===== src/rtl/bist_pkg.sv =====
// bist_pkg: shared BIST pattern-generator state type and default widths
package bist_pkg;
  localparam int N = 64;
  localparam int CNT_W = 16;
  typedef enum logic [1:0] {IDLE, RUN, DONE} tpg_state_t;
endpackage


===== src/rtl/tpg_lfsr_core.sv =====
// tpg_lfsr_core: one Galois LFSR step (q, coeff -> next), MISR feedback with zero data
module tpg_lfsr_core #(
  parameter int N = 64
) (
  input  logic [N-1:0] q,
  input  logic [N-1:0] coeff,
  output logic [N-1:0] next
);
  assign next = {q[N-2:0], 1'b0} ^ (coeff & {N{q[N-1]}});
endmodule


===== src/rtl/lfsr_tpg.sv =====
// lfsr_tpg: LFSR test-pattern generator (start/seed/coeff/num_patterns in; pat_valid/pat_ready/pat_data handshake, busy, done out)
module lfsr_tpg #(
  parameter int N = bist_pkg::N,
  parameter int CNT_W = bist_pkg::CNT_W
) (
  input  logic             clk,
  input  logic             rst_n,
  input  logic             start,
  input  logic [N-1:0]     seed,
  input  logic [N-1:0]     coeff,
  input  logic [CNT_W-1:0] num_patterns,
  output logic             pat_valid,
  input  logic             pat_ready,
  output logic [N-1:0]     pat_data,
  output logic             busy,
  output logic             done
);
  import bist_pkg::*;
  localparam logic [N-1:0] ONE = N'(1);
  tpg_state_t state_q, state_d;
  logic [N-1:0] lfsr_q, lfsr_d, coeff_q, coeff_d, step;
  logic [CNT_W-1:0] cnt_q, cnt_d, num_q, num_d;
  logic xfer;
  tpg_lfsr_core #(.N(N)) u_core (.q(lfsr_q), .coeff(coeff_q), .next(step));
  assign xfer = (state_q == RUN) && pat_ready;
  always_comb begin
    state_d = state_q;
    lfsr_d = lfsr_q;
    coeff_d = coeff_q;
    num_d = num_q;
    cnt_d = cnt_q;
    if (state_q == IDLE && start) begin
      lfsr_d = (seed == '0) ? ONE : seed;
      coeff_d = coeff;
      num_d = num_patterns;
      cnt_d = '0;
      state_d = (num_patterns == '0) ? DONE : RUN;
    end else if (xfer) begin
      lfsr_d = step;
      cnt_d = cnt_q + CNT_W'(1);
      state_d = (cnt_q == num_q - CNT_W'(1)) ? DONE : RUN;
    end else if (state_q == DONE) begin
      state_d = IDLE;
    end
  end
  always_ff @(posedge clk or negedge rst_n) begin
    if (!rst_n) begin
      state_q <= IDLE;
      lfsr_q <= ONE;
      coeff_q <= '0;
      num_q <= '0;
      cnt_q <= '0;
    end else begin
      state_q <= state_d;
      lfsr_q <= lfsr_d;
      coeff_q <= coeff_d;
      num_q <= num_d;
      cnt_q <= cnt_d;
    end
  end
  assign pat_valid = (state_q == RUN);
  assign busy = (state_q == RUN);
  assign done = (state_q == DONE);
  assign pat_data = lfsr_q;
endmodule

===== config.mk =====
export PLATFORM = sky130hd
export DESIGN_NAME = lfsr_tpg
export DESIGN_NICKNAME = d
export VERILOG_FILES = /design/src/rtl/bist_pkg.sv /design/src/rtl/tpg_lfsr_core.sv /design/src/rtl/lfsr_tpg.sv
export SDC_FILE = /design/constraint.sdc
export NUM_CORES = 1
export LEC_CHECK = 0
export CAP_MARGIN = 5
export CORE_ASPECT_RATIO = 2
export CORE_MARGIN = 2
export CORE_UTILIZATION = 40
export CTS_BUF_LIST = sky130_fd_sc_hd__clkbuf_2 sky130_fd_sc_hd__clkbuf_4 sky130_fd_sc_hd__clkbuf_8
export DETAILED_ROUTE_END_ITERATION = 7
export GPL_ROUTABILITY_DRIVEN = 0
export HOLD_SLACK_MARGIN = 0.15
export PLACE_DENSITY_LB_ADDON = 0.2
export SETUP_SLACK_MARGIN = 0.1
export SLEW_MARGIN = 15
export SYNTH_ARGS = -nofsm -noshare
export SYNTH_HDL_FRONTEND = slang
export SYNTH_SLANG_ARGS = --single-unit

===== constraint.sdc =====
create_clock -name clk -period 2.8 [get_ports clk]
set_input_delay 0.42 -clock clk [delete_from_list [all_inputs] [get_ports clk]]
set_output_delay 0.42 -clock clk [all_outputs]
set_load 0.02 [all_outputs]

==> flow_metrics.env <==
export IMPL_cp_num_cells=8
export IMPL_ys_warn_count=0
export IMPL_synth_adder_area_share=0.003081
export IMPL_combPwrFrac=0.430
export IMPL_synthSimpleGateAreaFrac=0.1553
export IMPL_drive_gt1_frac=0.1330
export IMPL_setup_viol=0
export IMPL_synth_edf_count=0
export IMPL_via_per_inst=5.133
export IMPL_route_antenna_remaining_nets=0
export IMPL_grt_pass1_vias=6977
export IMPL_critPathLaunchType="register"
export IMPL_layout_commonest_cell="clkdlybuf4s50_1"
export IMPL_syn_to_final_growth_pct=36.69
export IMPL_place_hpwl_um=17320
export IMPL_synthArstFlopShare=1.000
export IMPL_crit_chain="inv_2 > ha_4 > or4b_4 > or4_1 > xnor2_1 > nor4_2 > nand4_1 > a22o_1"
export IMPL_track_usage=0.2244
export IMPL_synth_compound_area_frac=0.1006
export IMPL_avgRoutedWirePerCell_um=18.07
export IMPL_drc_errors=0
export IMPL_numCtsBuffers=17
export IMPL_synth_top_family_by_area="simple AND/OR/NAND/NOR gates"
export IMPL_seqPwrFrac=0.390
export IMPL_yosys_area_share_xor_xnor=0.1052
export IMPL_drv_cap=0
export IMPL_grt_max_degree=133
export IMPL_reg2reg_depth=8
export IMPL_syn_inst=833
export IMPL_place_area_um2=10630
export IMPL_cp_data_arrival_time_ns=2.99
export IMPL_timing_final_max_slew_violations=0
export IMPL_clk_path_buf_depth=2
export IMPL_ys_types=45
export IMPL_switching_share=0.3749
export IMPL_die_h_um=205.5
export IMPL_fin_nets=1184
export IMPL_ios=215
export IMPL_status="finished clean"
export IMPL_final_cell_area_um2=11100
export IMPL_dr_wl_met2_um=13510
export IMPL_netlist_area_um2=8123
export IMPL_dieArea_um2=21530
export IMPL_finClkSkew_ns=0.01263
export IMPL_antenna_found_initial=1
export IMPL_grt_pass1_wl_um=37010
export IMPL_port_buffers=214
export IMPL_slowest_stage="or4b_4"
export IMPL_clock_fmax_ghz=0.3793
export IMPL_tightest_slew_ns=0.7083
export IMPL_rsz0062_at_grt="false"
export IMPL_dr_wl_met3_um=891
export IMPL_tns_ns=0
export IMPL_die_width_um=104.8
export IMPL_ys_ff_latch=162
export IMPL_critPathBufInv=1
export IMPL_holdWs_ns=0.3815
export IMPL_fillers=1906
export IMPL_slew_headroom=0.5235
export IMPL_synth_nets=983
export IMPL_end_kind="register"
export IMPL_yosysSeqAreaShare=0.4992
export IMPL_routed_top_layer="met4"
export IMPL_core_area_um2=19910
export IMPL_vias=6714
export IMPL_clockPowerShare=0.180
export IMPL_fin_crit_sh=0.9415
export IMPL_syn_avg_cell_area_um2=9.751
export IMPL_critPathRequiredTime_ns=3.16
export IMPL_wl_met1_um=8526
export IMPL_min_period_ns=2.636
export IMPL_hold_viol=0
export IMPL_start_util=0.4079
export IMPL_clock_latency_ns=0.47
export IMPL_drt_pass1_iterations=4
export IMPL_power_switching_mw=4.060
export IMPL_slowest_delay_ns=0.49
export IMPL_root_buffer="clkbuf_8"
export IMPL_cp_top_family="simple AND/OR/NAND/NOR gates"
export IMPL_final_cell_mix="clkdlybuf4s50_1, nand2_1, dfrtp_1"
export IMPL_overflow=0
export IMPL_power_density_nw_per_um2=975.3
export IMPL_leakagePower_nw=4.394
export IMPL_clock_sinks=162
export IMPL_cellInternalPower_mw=6.769
export IMPL_drtIter0Drc=242
export IMPL_synth_mux_area_frac=0.1106
export IMPL_synthFlopType="dfrtp_1"
export IMPL_hold_class="input pin to asynchronous set/reset pin"
export IMPL_ir_drop_mv=0.6670
export IMPL_path_class="register to register"
export IMPL_drt_total_wl_um=23640
export IMPL_rows=73
export IMPL_h_tree_depth=4
export IMPL_path_clk_slew_ns=0.09
export IMPL_cts_tree="yes"
export IMPL_crit_path_max_fanout=5
path summary, 6_finish.rpt:
path	start	slack, ns	end
hold reg to reg	coeff_q[25]	0.51	coeff_q[25]
min in group clk	coeff_q[25]	0.51	coeff_q[25]
setup reg to reg	num_q[0]	0.16	state_q[0]
hold / removal	rst_n	0.38	coeff_q[47]
max in group asynchronous	rst_n	1.66	coeff_q[13]
setup / recovery	num_q[0]	0.16	state_q[0]
timing repair:
action,CTS,global route
pin swaps,0,1
endpoints found under the setup margin,1,2
hold endpoints to repair,22,0
buffers inserted,0,0
hold buffers,1,0
resized for setup,1,4
cell usage after synthesis, drive strengths merged, types with 2 or more instances:
library cell | n | area, um^2
a22o | 2 | 17.52
nor2 | 25 | 93.84
inv | 5 | 18.77
xnor2 | 11 | 96.34
a21oi | 2 | 10.01
dfrtp | 161 | 4029
nand4 | 12 | 75.07
mux2 | 78 | 878.3
a211oi | 2 | 15.01
xor2 | 84 | 735.7
nand2b | 2 | 12.51
clkbuf | 40 | 150.1
a41oi | 2 | 17.52
nor3 | 5 | 25.02
or4 | 5 | 41.29
nand2 | 196 | 735.7
nand3 | 6 | 30.03
o21ai | 132 | 660.6
a221oi | 2 | 23.77
nor4 | 23 | 143.9
or3 | 3 | 18.77
and3b | 2 | 17.52
and3 | 4 | 25.02
mux2i | 2 | 20.02
ha | 2 | 25.02
buf | 10 | 42.54
or4b | 2 | 20.02
per-stage QoR:
step / power, mW / cells / worst slack (ns) / util
2_1_floorplan: 6.890 / 833 / 0.3517 / -
3_3_place_gp: 8.859 / 1276 / 0.1952 / 0.5337
3_5_place_dp: 8.927 / 1276 / 0.09215 / 0.5337
4_1_cts: 10.93 / 1307 / 0.1649 / 0.5567
5_1_grt: 11.59 / 1308 / 0.04077 / 0.5576
6_report: 10.83 / 1308 / 0.1637 / 0.5576
flip-flops by register name (all words and copies together), names as in the netlist:
register,count
coeff_q,64
pat_data,64
state_q,2
num_q,16
cnt_q,16
power groups by stage:
stage / clock network (mW) / logic (mW) / registers (mW)
after floorplan: 0 / 2.32 / 4.57
after global placement: 0 / 4.62 / 4.24
after detailed placement: 0 / 4.66 / 4.27
after CTS: 2.01 / 4.69 / 4.23
after global routing: 2.11 / 5.11 / 4.37
final: 1.95 / 4.65 / 4.22
worst reg2reg max path, delay by kind of cell, from the launching register on:
family | cells | cell delay, ns
AOI/OAI and AO/OA | 1 | 0.22
buffers and inverters | 1 | 0.10
adders and majority gates | 1 | 0.16
and+or+nand+nor | 4 | 1.46
xor gates and xnor gates | 1 | 0.15
DFF | 1 | 0.44
per-layer routing:
metal | vias to the layer above | track usage
met3 | 39 | 0.04783
met5 | - | 0
met1 | 3270 | 0.2266
met2 | 163 | 0.4383
li1 | 3242 | -
met4 | 0 | 0.09048
logic make-up (layout without fill, tap and decap cells):
kind of cell	Yosys count	after routing
and+or+nand+nor	288	288
AOI/OAI and AO/OA	150	150
DFF	162	162
buffers and inverters	55	267
adders and majority gates	2	2
xor gates and xnor gates	96	96
other	0	1
muxes	80	80
cell type report:
class | count | area (um^2) | area share
diodes | 1 | 2.502 | 0.0002254
clock buffers | 19 | 255.2 | 0.02299
clock inverters | 11 | 186.4 | 0.01679
inverters | 5 | 18.77 | 0.001690
multi-input cells | 616 | 3887 | 0.3501
flip-flops and latches | 162 | 4056 | 0.3653
well taps | 262 | 327.8 | 0.02952
repair buffers | 232 | 2369 | 0.2133
No activity file was read; power rests on OpenSTA's default activity.
